**src/rtl/neander_ram_pkg.sv**
```systemverilog
// Shared types and constants for the external SRAM arbiter.
package neander_ram_pkg;

    localparam int WAIT_CNT_W = 4;

    typedef enum logic [2:0] {
        IDLE  = 3'd0,
        RD    = 3'd1,
        WR_SU = 3'd2,
        WR_WE = 3'd3,
        WR_HD = 3'd4,
        ACK   = 3'd5
    } state_t;

    typedef enum logic {
        REQ_CPU = 1'b0,
        REQ_LDR = 1'b1
    } req_id_t;

endpackage

```
**src/rtl/ram_rr_arb2.sv**
```systemverilog
// Two-way round-robin grant; the last-grant pointer moves only when a grant is accepted.
module ram_rr_arb2
    import neander_ram_pkg::*;
(
    input  logic    clk,
    input  logic    rst_n,
    input  logic    i_req_cpu,
    input  logic    i_req_ldr,
    input  logic    i_accept,
    output logic    o_gnt_vld,
    output req_id_t o_gnt_id
);

    req_id_t r_last;

    // Grant the sole requester, or on a tie the one that was not served last.
    always_comb begin
        o_gnt_vld = i_req_cpu | i_req_ldr;
        o_gnt_id  = REQ_CPU;
        if (i_req_cpu && i_req_ldr) begin
            o_gnt_id = (r_last == REQ_LDR) ? REQ_CPU : REQ_LDR;
        end else if (i_req_ldr) begin
            o_gnt_id = REQ_LDR;
        end
    end

    // Remember who was served; reset favours the CPU on the first tie.
    always_ff @(posedge clk or negedge rst_n) begin
        if (!rst_n) begin
            r_last <= REQ_LDR;
        end else if (i_accept && o_gnt_vld) begin
            r_last <= o_gnt_id;
        end
    end

endmodule

```
**src/rtl/ext_ram_arbiter.sv**
```systemverilog
// Sequences external SRAM read/write cycles and shares the SRAM between
// the CPU port and the loader/debug port.
module ext_ram_arbiter
    import neander_ram_pkg::*;
#(
    parameter int ADDR_W  = 5,
    parameter int DATA_W  = 8,
    parameter int RD_WAIT = 2,
    parameter int WE_W    = 1
) (
    input  logic              clk,
    input  logic              rst_n,
    input  logic              cpu_req,
    input  logic              cpu_we,
    input  logic [ADDR_W-1:0] cpu_addr,
    input  logic [DATA_W-1:0] cpu_wdata,
    output logic              cpu_ack,
    output logic [DATA_W-1:0] cpu_rdata,
    input  logic              ldr_req,
    input  logic              ldr_we,
    input  logic [ADDR_W-1:0] ldr_addr,
    input  logic [DATA_W-1:0] ldr_wdata,
    output logic              ldr_ack,
    output logic [DATA_W-1:0] ldr_rdata,
    output logic [ADDR_W-1:0] ram_addr,
    output logic              ram_oe,
    output logic              ram_we,
    output logic [DATA_W-1:0] ram_dq_out,
    output logic              ram_dq_oe,
    input  logic [DATA_W-1:0] ram_dq_in,
    output logic              busy
);

    localparam int CNT_MAX = (2 ** WAIT_CNT_W) - 1;

    if (RD_WAIT < 1 || RD_WAIT > CNT_MAX) begin : g_bad_rd_wait
        $error("RD_WAIT must be within 1..15");
    end
    if (WE_W < 1 || WE_W > CNT_MAX) begin : g_bad_we_w
        $error("WE_W must be within 1..15");
    end

    localparam logic [WAIT_CNT_W-1:0] RD_LOAD = WAIT_CNT_W'(RD_WAIT - 1);
    localparam logic [WAIT_CNT_W-1:0] WE_LOAD = WAIT_CNT_W'(WE_W - 1);

    state_t                r_state;
    state_t                w_state_nxt;
    logic [WAIT_CNT_W-1:0] r_wait;
    logic [WAIT_CNT_W-1:0] w_wait_nxt;
    req_id_t               r_owner;
    logic [ADDR_W-1:0]     r_addr;
    logic [DATA_W-1:0]     r_wdata;
    logic [DATA_W-1:0]     r_cpu_rdata;
    logic [DATA_W-1:0]     r_ldr_rdata;

    logic                  w_gnt_vld;
    req_id_t               w_gnt_id;
    logic                  w_accept;
    logic                  w_sel_we;
    logic [ADDR_W-1:0]     w_sel_addr;
    logic [DATA_W-1:0]     w_sel_wdata;
    logic                  w_rd_done;

    ram_rr_arb2 u_arb (
        .clk       (clk),
        .rst_n     (rst_n),
        .i_req_cpu (cpu_req),
        .i_req_ldr (ldr_req),
        .i_accept  (w_accept),
        .o_gnt_vld (w_gnt_vld),
        .o_gnt_id  (w_gnt_id)
    );

    assign w_accept    = (r_state == IDLE) && w_gnt_vld;
    assign w_rd_done   = (r_state == RD) && (r_wait == '0);
    assign w_sel_we    = (w_gnt_id == REQ_LDR) ? ldr_we    : cpu_we;
    assign w_sel_addr  = (w_gnt_id == REQ_LDR) ? ldr_addr  : cpu_addr;
    assign w_sel_wdata = (w_gnt_id == REQ_LDR) ? ldr_wdata : cpu_wdata;

    assign ram_addr   = r_addr;
    assign ram_dq_out = r_wdata;
    assign cpu_rdata  = r_cpu_rdata;
    assign ldr_rdata  = r_ldr_rdata;

    // State and wait-counter registers; reset abandons any access in flight.
    always_ff @(posedge clk or negedge rst_n) begin
        if (!rst_n) begin
            r_state <= IDLE;
            r_wait  <= '0;
        end else begin
            r_state <= w_state_nxt;
            r_wait  <= w_wait_nxt;
        end
    end

    // Next-state sequencing and strobes decoded from the current state.
    always_comb begin
        w_state_nxt = r_state;
        w_wait_nxt  = r_wait;
        ram_oe      = 1'b0;
        ram_we      = 1'b0;
        ram_dq_oe   = 1'b0;
        cpu_ack     = 1'b0;
        ldr_ack     = 1'b0;
        busy        = (r_state != IDLE);
        case (r_state)
            IDLE: begin
                if (w_gnt_vld) begin
                    if (w_sel_we) begin
                        w_state_nxt = WR_SU;
                    end else begin
                        w_state_nxt = RD;
                        w_wait_nxt  = RD_LOAD;
                    end
                end
            end
            RD: begin
                ram_oe = 1'b1;
                if (r_wait == '0) begin
                    w_state_nxt = ACK;
                end else begin
                    w_wait_nxt = r_wait - WAIT_CNT_W'(1);
                end
            end
            WR_SU: begin
                ram_dq_oe   = 1'b1;
                w_state_nxt = WR_WE;
                w_wait_nxt  = WE_LOAD;
            end
            WR_WE: begin
                ram_dq_oe = 1'b1;
                ram_we    = 1'b1;
                if (r_wait == '0) begin
                    w_state_nxt = WR_HD;
                end else begin
                    w_wait_nxt = r_wait - WAIT_CNT_W'(1);
                end
            end
            WR_HD: begin
                ram_dq_oe   = 1'b1;
                w_state_nxt = ACK;
            end
            ACK: begin
                cpu_ack     = (r_owner == REQ_CPU);
                ldr_ack     = (r_owner == REQ_LDR);
                w_state_nxt = IDLE;
            end
            default: begin
                w_state_nxt = IDLE;
            end
        endcase
    end

    // Latch the winner's request at accept and capture read data when RD ends.
    always_ff @(posedge clk or negedge rst_n) begin
        if (!rst_n) begin
            r_owner     <= REQ_CPU;
            r_addr      <= '0;
            r_wdata     <= '0;
            r_cpu_rdata <= '0;
            r_ldr_rdata <= '0;
        end else begin
            if (w_accept) begin
                r_owner <= w_gnt_id;
                r_addr  <= w_sel_addr;
                r_wdata <= w_sel_wdata;
            end
            if (w_rd_done) begin
                if (r_owner == REQ_CPU) begin
                    r_cpu_rdata <= ram_dq_in;
                end else begin
                    r_ldr_rdata <= ram_dq_in;
                end
            end
        end
    end

endmodule

```
**config.mk**
```make
export PLATFORM = sky130hd
export DESIGN_NAME = ext_ram_arbiter
export DESIGN_NICKNAME = d
export VERILOG_FILES = /design/src/rtl/neander_ram_pkg.sv /design/src/rtl/ram_rr_arb2.sv /design/src/rtl/ext_ram_arbiter.sv
export SDC_FILE = /design/constraint.sdc
export NUM_CORES = 1
export LEC_CHECK = 0
export BUFFER_PORTS_ARGS = -buffer_cell sky130_fd_sc_hd__buf_4
export CORE_ASPECT_RATIO = 2
export CORE_MARGIN = 4
export CORE_UTILIZATION = 45
export CTS_CLUSTER_SIZE = 14
export DETAILED_ROUTE_END_ITERATION = 10
export HOLD_SLACK_MARGIN = 0.06
export PLACE_DENSITY_LB_ADDON = 0.25
export SYNTH_ARGS = -nofsm -noshare
export SYNTH_HDL_FRONTEND = slang
export SYNTH_SLANG_ARGS = --single-unit
```
**constraint.sdc**
```tcl
create_clock -name clk -period 1.9 [get_ports clk]
set_clock_uncertainty 0.1 [all_clocks]
set_input_delay 0.38 -clock clk [delete_from_list [all_inputs] [get_ports clk]]
set_output_delay 0.38 -clock clk [all_outputs]
set_load 0.005 [all_outputs]
```
==> results.py <==
metrics = {
    "logic_synthesis": {
        "synthMuxAreaShare": 0.177,
        "yosys.area_share.simple": 0.142,
        "synth_edf_count": 0,
        "ys_ff_latch": 38,
        "yosys.cell_types.count": 38,
        "synth.top_cell.area_share": 0.509,
        "synthAdderAreaFrac": 0.0138,
        "synthTopCellsByArea": "dfrtp_1, mux2_2, mux2i_1",
        "seq_area_frac_synth": 0.523,
        "synth-main-ff-cell": "dfrtp_1",
        "async_flop_share": 1.00,
        "synth_compound_area_frac": 0.108,
        "avgSynthCellArea_um2": 11.7,
        "synth_top_area_cell": "dfrtp_1",
        "synth_xor_area_frac": 0,
        "synth_fp_nets": 197,
        "synth_top_family_by_area": "multiplexers",
        "ys_warn_count": 0,
        "synth_area_um2": 1820,
        "syn_inst": 155,
    },
    "finish": {
        "diodes": 0,
        "fin_nets": 283,
        "fin_util": 0.682,
        "final_common_cell": "buf_4",
        "fillers": 326,
        "area_delta_synth_final_pct": 45.5,
        "final_cell_mix": "buf_4, dfrtp_1, nor2_1",
        "drive_gt1_frac": 0.521,
        "instances_no_fill": 293,
        "regArea_um2": 955,
        "multiInputGateArea_um2": 846,
    },
    "clock_tree": {
        "numCtsBuffers": 5,
        "cts_tree": "done",
        "htreeDepth": 2,
        "cts.sink_count": 38,
        "clk_path_buf_depth": 2,
        "cts-root-buf": "clkbuf_8",
        "clock_latency_ns": 0.28,
        "clk_pin_slew_ns": 0.07,
    },
    "critical_path": {
        "crit_path_max_fanout": 8,
        "crit_path_max_incr_delay_ns": 0.40,
        "arrival_ns": 1.35,
        "timing.rr.start": "r_state[2]$_DFFE_PN0P_",
        "r2r-end": "cpu_rdata[3]$_DFFE_PN0P_",
        "setup.worst_path.class": "flop to output pin",
        "reg2reg_setup_slack_ns": 0.08,
        "end_kind": "output pin",
        "crit_path_start_kind": "flop",
        "slowest_stage": "dfrtp_1",
        "reg2reg_depth": 6,
        "crit_chain": "buf_6 -> nor3_4 -> inv_2 -> buf_4",
        "worstPathRequired_ns": 1.42,
    },
    "routing": {
        "routed_wl_mm": 4.35,
        "routedWlPerCell_um": 14.8,
        "drc": 0,
        "antenna_left": 0,
        "routed_via_density": 5.17,
        "drt_iter0_markers": 19,
        "vias": 1515,
        "first_pass_iters": 4,
    },
    "status": {
        "status": "complete, no violations",
    },
    "die": {
        "dieArea_um2": 5190,
        "die_y_um": 97.9,
        "coreArea_um2": 3880,
        "rows": 32,
        "fp.dieW_um": 53.0,
        "io_pins": 75,
        "initial_core_util": 0.468,
    },
    "place": {
        "dp_hpwl_mm": 3.39,
        "gp_congestion": 0.804,
        "placedCellCount": 278,
        "io_buffers": 74,
    },
    "sta": {
        "maxSlewViolCount": 0,
        "relSlewSlack": 0.684,
        "period_minus_slack_ns": 1.83,
        "setup_viol": 0,
        "post-route-period-util": 0.961,
        "fmax_ghz": 0.547,
        "tightestPinTransition_ns": 0.473,
        "hold_ws_ns": 0.205,
        "hold_violations": 0,
    },
    "power": {
        "p_leak_nw": 1.28,
        "power.density_nw_per_um2": 1540,
        "ir_worst_vdd_mv": 1.25,
    },
    "global_route": {
        "gr-total-overflow": 0,
        "grt_start_max_net_pins": 39,
        "grt_pass1_wl_mm": 7.10,
        "antenna_found_initial": 0,
        "grt_usage": 0.183,
        "grt_pass1_vias": 1610,
    },
    "flow_run": {
        "maxCapViolCount": 0,
    },
    "hold_path": {
        "min_from": "cpu_req",
        "whs_endpoint": "u_arb.r_last$_DFFE_PN1P_",
        "hp-class": "primary input to flop",
        "hold_depth": 2,
    },
}
-- through the flow --
step / setup slack, ns / total power, mW / area [µm²] / setup TNS [ns]
2_1_floorplan: 0.163 / 2.46 / 1820 / 0
3_3_place_gp: 0.0621 / 3.30 / 2440 / 0
3_5_place_dp: 0.00143 / 3.37 / 2440 / 0
4_1_cts: 0.000575 / 3.94 / 2540 / 0
5_1_grt: -0.000542 / 4.37 / 2650 / -0.000542
6_report: 0.0733 / 4.07 / 2650 / 0
-- registers in the layout, summed over array words and instances, names as in the netlist --
signal / count
cpu_rdata: 8
ldr_rdata: 8
r_owner: 1
r_state: 3
r_wait: 4
ram_addr: 5
ram_dq_out: 8
u_arb.r_last: 1
-- cell type report --
| type | instances | share of cell area |
|---|---|---|
| flip-flops and latches | 38 | 0.361 |
| multi-input cells | 105 | 0.319 |
| repair buffers | 85 | 0.253 |
| clock buffers | 7 | 0.0326 |
| well taps | 51 | 0.0241 |
| inverters | 6 | 0.00851 |
| clock inverters | 1 | 0.00189 |
-- layer usage --
metal | share of wire | global-route usage | up-vias
met3 | 0.069 | 0.0565 | 7
met1 | 0.33 | 0.184 | 729
met4 | 0.014 | 0.0591 | 0
li1 | - | - | 728
met2 | 0.58 | 0.336 | 51
met5 | 0 | 0 | -
-- power by group --
group | leakage, nW | total [mW] | switching (mW) | internal (mW)
logic | 0.795 | 2.00 | 0.814 | 1.18
registers | 0.439 | 1.52 | 0.298 | 1.22
clock network | 0.0482 | 0.556 | 0.263 | 0.293
total | 1.28 | 4.07 | 1.38 | 2.70
-- synth_stat cells, types with 2 or more instances --
library cell	count
mux2_2	17
o21ai_0	2
nand2b_1	2
inv_1	6
o21ai_1	3
nor2_4	2
a21oi_1	14
buf_4	3
nand4b_1	2
nor2_1	21
nor3_1	2
ha_1	2
dfrtp_1	37
nand2_1	3
buf_2	2
o22ai_1	2
a221o_1	2
mux2i_1	13
-- worst max-delay path: cells and delay by family (launching register included) --
family / cells / cell delay, ns
simple gates: 1 / 0.26
buf+inv: 3 / 0.40
flops: 1 / 0.40
-- timing repair --
item	CTS	global route
resized for setup	2	15
pin swaps	0	2
hold endpoints to repair	37	0
hold buffers	1	0
endpoints found under the setup margin	3	25
cloned	0	0
buffers inserted	0	6
-- cell families (layout without fill, tap and decap cells) --
family / count (synthesis) / after routing
adders and majority gates: 2 / 2
muxes: 30 / 30
and+or+nand+nor: 42 / 42
DFF: 38 / 38
AOI/OAI and AO/OA: 31 / 31
buffers and inverters: 12 / 99
-- worst max-delay path by stage --
stage	from	depth (start not counted)	end	slack, ns
after floorplan	r_wait[0]$_DFFE_PN0P_	6	cpu_rdata[0]$_DFFE_PN0P_	0.16
after global placement	r_wait[0]$_DFFE_PN0P_	6	cpu_rdata[4]$_DFFE_PN0P_	0.06
after CTS	r_wait[0]$_DFFE_PN0P_	6	cpu_rdata[6]$_DFFE_PN0P_	0.0006
after global routing	r_state[2]$_DFFE_PN0P_	4	busy	-0.0005
final	r_state[2]$_DFFE_PN0P_	4	busy	0.07
after detailed placement	r_wait[0]$_DFFE_PN0P_	6	cpu_rdata[6]$_DFFE_PN0P_	0.001
(Power assumes the default switching activity.)
